**config.mk**
```make
export PLATFORM = sky130hd
export DESIGN_NAME = ring_freq_meter
export DESIGN_NICKNAME = d
export VERILOG_FILES = /design/src/rtl/ring_freq_meter.sv
export SDC_FILE = /design/constraint.sdc
export NUM_CORES = 1
export LEC_CHECK = 0
export ABC_AREA = 0
export BUFFER_PORTS_ARGS = -buffer_cell sky130_fd_sc_hd__clkbuf_2
export CORE_AREA = 3 3 132 134
export DETAILED_ROUTE_END_ITERATION = 10
export DIE_AREA = 0 0 135 137
export PLACE_DENSITY = 0.39
export SLEW_MARGIN = 30
export SYNTH_ARGS = -nofsm -noshare
export SYNTH_HDL_FRONTEND = slang
export SYNTH_SLANG_ARGS = --single-unit
export TNS_END_PERCENT = 1
```
**constraint.sdc**
```tcl
create_clock -name clk -period 2.69 [get_ports clk]
set_clock_uncertainty 0.2 [all_clocks]
set_input_delay 0.538 -clock clk [delete_from_list [all_inputs] [get_ports clk]]
set_output_delay 0.538 -clock clk [all_outputs]
set_load 0.05 [all_outputs]
```
**src/rtl/ring_freq_meter.sv**
```systemverilog
// Sequencer and gated edge counter for a tapped inverter ring: settles the ring,
// counts synchronised rising edges over 2^GATE_BITS clocks, and hands results out via valid/ready.
module ring_freq_meter #(
  parameter int GATE_BITS     = 16,
  parameter int COUNT_W       = 20,
  parameter int SETTLE_CYCLES = 16,
  parameter int SYNC_STAGES   = 2,
  parameter int LAST_TAP      = 13
) (
  input  logic               clk,
  input  logic               rst_n,
  input  logic               start,
  input  logic               sweep,
  input  logic [3:0]         tap_sel,
  input  logic               osc_in,
  output logic               ring_ena,
  output logic [3:0]         ring_tap,
  output logic               busy,
  output logic               result_valid,
  input  logic               result_ready,
  output logic [COUNT_W-1:0] result_count,
  output logic [3:0]         result_tap,
  output logic               result_ovf,
  output logic [1:0]         state_dbg
);

  typedef enum logic [1:0] {IDLE = 2'd0, SETTLE = 2'd1, GATE = 2'd2, HOLD = 2'd3} state_t;

  localparam int SETTLE_W = $clog2(SETTLE_CYCLES) + 1;
  localparam int TIMER_W  = (GATE_BITS > SETTLE_W) ? GATE_BITS : SETTLE_W;
  localparam logic [TIMER_W-1:0] GATE_LAST   = TIMER_W'({GATE_BITS{1'b1}});
  localparam logic [TIMER_W-1:0] SETTLE_LAST = TIMER_W'(SETTLE_CYCLES - 1);
  localparam logic [COUNT_W-1:0] COUNT_MAX   = {COUNT_W{1'b1}};
  localparam logic [3:0]         TAP_LAST    = 4'(LAST_TAP);

  // Handshake: a result transfers on any cycle where result_valid && result_ready;
  // result_valid never drops and the result fields never change until that transfer.

  state_t               state;
  logic [TIMER_W-1:0]   timer;
  logic [COUNT_W-1:0]   count, count_next;
  logic                 ovf_int, ovf_next;
  logic                 sweep_q;
  logic [SYNC_STAGES-1:0] sync_q;
  logic                 sync_prev;
  logic                 osc_rise;

  always_ff @(posedge clk) begin
    if (!rst_n) begin
      sync_q    <= '0;
      sync_prev <= 1'b0;
    end else begin
      sync_q    <= {sync_q[SYNC_STAGES-2:0], osc_in};
      sync_prev <= sync_q[SYNC_STAGES-1];
    end
  end

  assign osc_rise = sync_q[SYNC_STAGES-1] & ~sync_prev;

  // Saturating increment; the flag records that the counter reached all-ones.
  always_comb begin
    count_next = count;
    if (osc_rise && (count != COUNT_MAX)) count_next = count + COUNT_W'(1);
    ovf_next = ovf_int | (count_next == COUNT_MAX);
  end

  always_ff @(posedge clk) begin
    if (!rst_n) begin
      state        <= IDLE;
      timer        <= '0;
      count        <= '0;
      ovf_int      <= 1'b0;
      sweep_q      <= 1'b0;
      ring_ena     <= 1'b0;
      ring_tap     <= 4'd0;
      result_valid <= 1'b0;
      result_count <= '0;
      result_tap   <= 4'd0;
      result_ovf   <= 1'b0;
    end else begin
      case (state)
        IDLE: begin
          if (start) begin
            sweep_q  <= sweep;
            ring_tap <= sweep ? 4'd0 : tap_sel;
            ring_ena <= 1'b1;
            timer    <= '0;
            state    <= SETTLE;
          end
        end
        SETTLE: begin
          if (timer == SETTLE_LAST) begin
            timer   <= '0;
            count   <= '0;
            ovf_int <= 1'b0;
            state   <= GATE;
          end else begin
            timer <= timer + TIMER_W'(1);
          end
        end
        GATE: begin
          count   <= count_next;
          ovf_int <= ovf_next;
          if (timer == GATE_LAST) begin
            result_count <= count_next;
            result_ovf   <= ovf_next;
            result_tap   <= ring_tap;
            result_valid <= 1'b1;
            ring_ena     <= 1'b0;
            state        <= HOLD;
          end else begin
            timer <= timer + TIMER_W'(1);
          end
        end
        HOLD: begin
          if (result_ready) begin
            result_valid <= 1'b0;
            if (sweep_q && (ring_tap < TAP_LAST)) begin
              ring_tap <= ring_tap + 4'd1;
              ring_ena <= 1'b1;
              timer    <= '0;
              state    <= SETTLE;
            end else begin
              state <= IDLE;
            end
          end
        end
        default: state <= IDLE;
      endcase
    end
  end

  assign busy      = (state != IDLE);
  assign state_dbg = state;

endmodule

```
==> results by group <==
Setup path
  • Setup CP Type: reg2reg
  • Worst Setup End Kind: register
  • Worst path bufs/invs: 2
  • RR Startpoint: state_dbg[0]$_SDFFE_PN0P_
  • CP peak stage delay: 620 ps
  • Critical Path Fanout Max: 8
  • Top Family by Delay on Critical Path: simple AND/OR/NAND/NOR gates
  • Worst r2r dst: timer[11]$_SDFFE_PN0P_
  • CP Launch Type: register
  • Reg2reg path depth: 8
  • Slowest-stage cell, CP: or4b_1
  • Crit-path cells: inv_1, ha_1, clkinvlp_4, nor2_1, a21oi_2, or4b_1, or3_1, a21oi_1
  • Critical path origin: state_dbg[0]$_SDFFE_PN0P_
  • Reg2Reg Setup Slack: between 200 and 250 ps
  • Crit path depth: 8
  • Worst Setup EP: timer[11]$_SDFFE_PN0P_
  • WP data required: 2760 ps
  • Arrival time worst endpoint: 2550 ps

Floorplanning
  • Core Area: 16410 µm²
  • Starting Density: a little under a quarter
  • Num rows: 47
  • Total I/O pin count: 44
  • Die height: 137 µm
  • Die Wd: around 140 µm
  • Die Footprint: between 15000 and 20000 µm²

Logic synthesis
  • Gate Count Post-Synth: 475
  • Synth unique cells: 58
  • Largest family of logic cells by synthesized area: simple AND/OR/NAND/NOR gates
  • Flop and latch count out of synthesis: 74
  • Avg Cell Area, Syn: around 8 µm²
  • Post-synthesis compound-gate area fraction: between 20% and 30%
  • Asr flop ratio synth: 0%
  • Post-synthesis mux area share: 0.5145%
  • Top cell type's share of synthesized area: a little under two fifths
  • Prevailing post-synth register cell: dfxtp_1
  • Synth Area in Adders: 2.894%
  • Post-synthesis simple-gate area fraction: 27.62%
  • Synthesized area: 3891 µm²
  • Top cells by area, synth: dfxtp_1 (38%), nand2_1 (5.1%), a21oi_1 (4.5%), xnor2_1 (3.4%), o211a_1 (3.3%)
  • Seq/Total Area, Yosys: 38.07%
  • EDFF count, synth: 0
  • Synth Area in XOR/XNOR: 5.852%
  • Syn nets: 494
  • Area leader, netlist: dfxtp_1
  • Warnings from Yosys: 0

Pwr
  • Max rail drop VDD: 0.0003304 V
  • Pleak: 1.934 nW
  • Sequential power share: 33.3%
  • Gate power share: 24.8%
  • Int Power: 2.518 mW
  • Pwr dens: about 740 nW/µm²
  • Clock Power Share: between 40% and 50%
  • Sw frac: 32.17%
  • P_sw: 1.194 mW
  • Design Power: 3.712 mW

Placed design
  • I/O Buffers: 43
  • Cell total after placement: between 700 and 800
  • Gpl congestion: 0.9016
  • Placed cell areas: between 4000 and 5000 µm²
  • Dpl ws: 115.6 ps
  • Post-DP HPWL: ~8.3 mm

Clocking
  • H-Tree Depth: 3
  • TritonCTS clock tree: yes
  • Max clock buf depth: 2
  • Worst skew pair latency: 340 ps
  • CTS Buf Count: 9
  • CTS Sinks: 74
  • Reg clk slew, reported paths: 60 ps
  • Hold Buf Count CTS: 0
  • Clk root buf: clkbuf_16

Route
  • Post-route DRC: 0
  • DR iter-0 viols: roughly 240
  • WL/cell: ~15 µm
  • Via/cell ratio: 4.725
  • DRT Pass-1 Iters: 4
  • DRT antenna net count: 0
  • Via count: between 3000 and 4000
  • Final WL: 11.17 mm

STA
  • Final Setup Violations: 0
  • Final min period: 2479 ps
  • Worst Hold Margin: 200.1 ps
  • Total negative slack: 0 ps
  • Max frequency: roughly 0.40 GHz
  • Period utilisation layout: 92.17%
  • Hold Fails Final Rpt: 0
  • RSZ-0062 raised after global routing: false
  • Max Slew Vio Count: 0
  • Setup WS post-layout: 210.7 ps
  • Max_slew headroom: 61.13%
  • Worst-margin pin slew: between 500 and 600 ps

Final layout
  • Layout area overhead: 28.33%
  • Diode count: 0
  • Finished Cell Area: 4994 µm²
  • Layout Cells excl Fill: 766
  • Layout cells sized above 1: 22.16%
  • Post-Route Utilization: between 30% and 40%
  • Final #Nets: 560

Global route
  • Initial antenna violation count: 0
  • Met2 usage: between 20 and 25%
  • Number of global-route vias before repair: 3526
  • Largest net degree at the start of global routing: 28
  • Met3 usage: 3.603%
  • Met1 usage: 15.05%
  • GRT overflow: 0
  • GR peak layer: met2
  • Tot GR Track Use: 12.44%
  • First-pass GRT wire length: 18.13 mm

Min path
  • Hold Path Class: in2reg

Flow run
  • Max-Cap Viols: 0

Run status
  • Status: finished clean
==> cells in the mapped netlist, types with 9 or more instances <==
library cell	number
inv_1	11
nor3_1	13
nand2_1	53
clkbuf_1	24
o211a_1	13
nor2_1	34
dfxtp_1	74
nand4_1	15
nor2b_1	12
ha_1	9
o21ai_0	20
nand3_1	24
xor2_1	11
xnor2_1	15
a21oi_1	35
and2_1	15
==> power by group through the flow <==
stage / Combinational [mW] / Sequential [mW] / Clock, mW
after floorplan: 0.494 / 1.41 / 0
after global placement: 0.925 / 1.26 / 0
after detailed placement: 0.925 / 1.26 / 0
after CTS: 0.930 / 1.24 / 1.61
after global routing: 1.01 / 1.25 / 1.65
final: 0.921 / 1.24 / 1.55
==> worst min path at each step <==
stage | from | endpoint | slack, ps | depth (start not counted)
detailed placement | sync_q[0]$_SDFF_PN0_ | sync_q[1]$_SDFF_PN0_ | 230 | 1
floorplan | sync_q[0]$_SDFF_PN0_ | sync_q[1]$_SDFF_PN0_ | 210 | 1
global route | osc_in | sync_q[0]$_SDFF_PN0_ | 200 | 2
finish | osc_in | sync_q[0]$_SDFF_PN0_ | 200 | 2
global placement | sync_q[0]$_SDFF_PN0_ | sync_q[1]$_SDFF_PN0_ | 220 | 1
CTS | osc_in | sync_q[0]$_SDFF_PN0_ | 180 | 2
==> final cells by class <==
class	instances	area [µm²]
fillers	1779	11410
flip-flops and latches	74	1491
repair buffers	85	530.5
clock inverters	6	135.1
multi-input cells	359	2262
well taps	220	275.3
inverters	12	48.80
clock buffers	10	250.2
==> repair_timing <==
item | in CTS | in global routing
resized for setup | 0 | 6
setup endpoints to repair | 0 | 2
buffers inserted | 0 | 3
==> cell families (layout without fill, tap and decap cells) <==
logic type / Yosys count / count (layout)
compound gates: 118 / 118
xor+xnor: 26 / 26
fa+ha+maj: 9 / 9
buf+inv: 42 / 113
flops: 74 / 74
mux: 2 / 2
simple gates: 204 / 204
==> sequential cells by signal, indices dropped and copies added (netlist names) <==
signal / count
result_count: 20
result_tap: 4
timer: 16
state_dbg: 2
ring_tap: 4
ovf_int: 1
result_ovf: 1
sync_prev: 1
sync_q: 2
ring_ena: 1
sweep_q: 1
count: 20
result_valid: 1
==> placed cells by master, fill, tap and decap left out, drive strengths merged, types with 15 or more instances in the layout <==
master	count
o21ai	25
xnor2	15
clkbuf	53
a21oi	35
nor2	34
and2	15
buf	42
nand3	24
dfxtp	74
nand2	53
nand4	15
==> layer usage <==
metal / up-vias / share of wire, %
met5: - / 0
met4: 0 / 1.5
met3: 13 / 3.3
met2: 50 / 49
met1: 1706 / 46
li1: 1850 / -
Power figures use the tool's default switching activity.
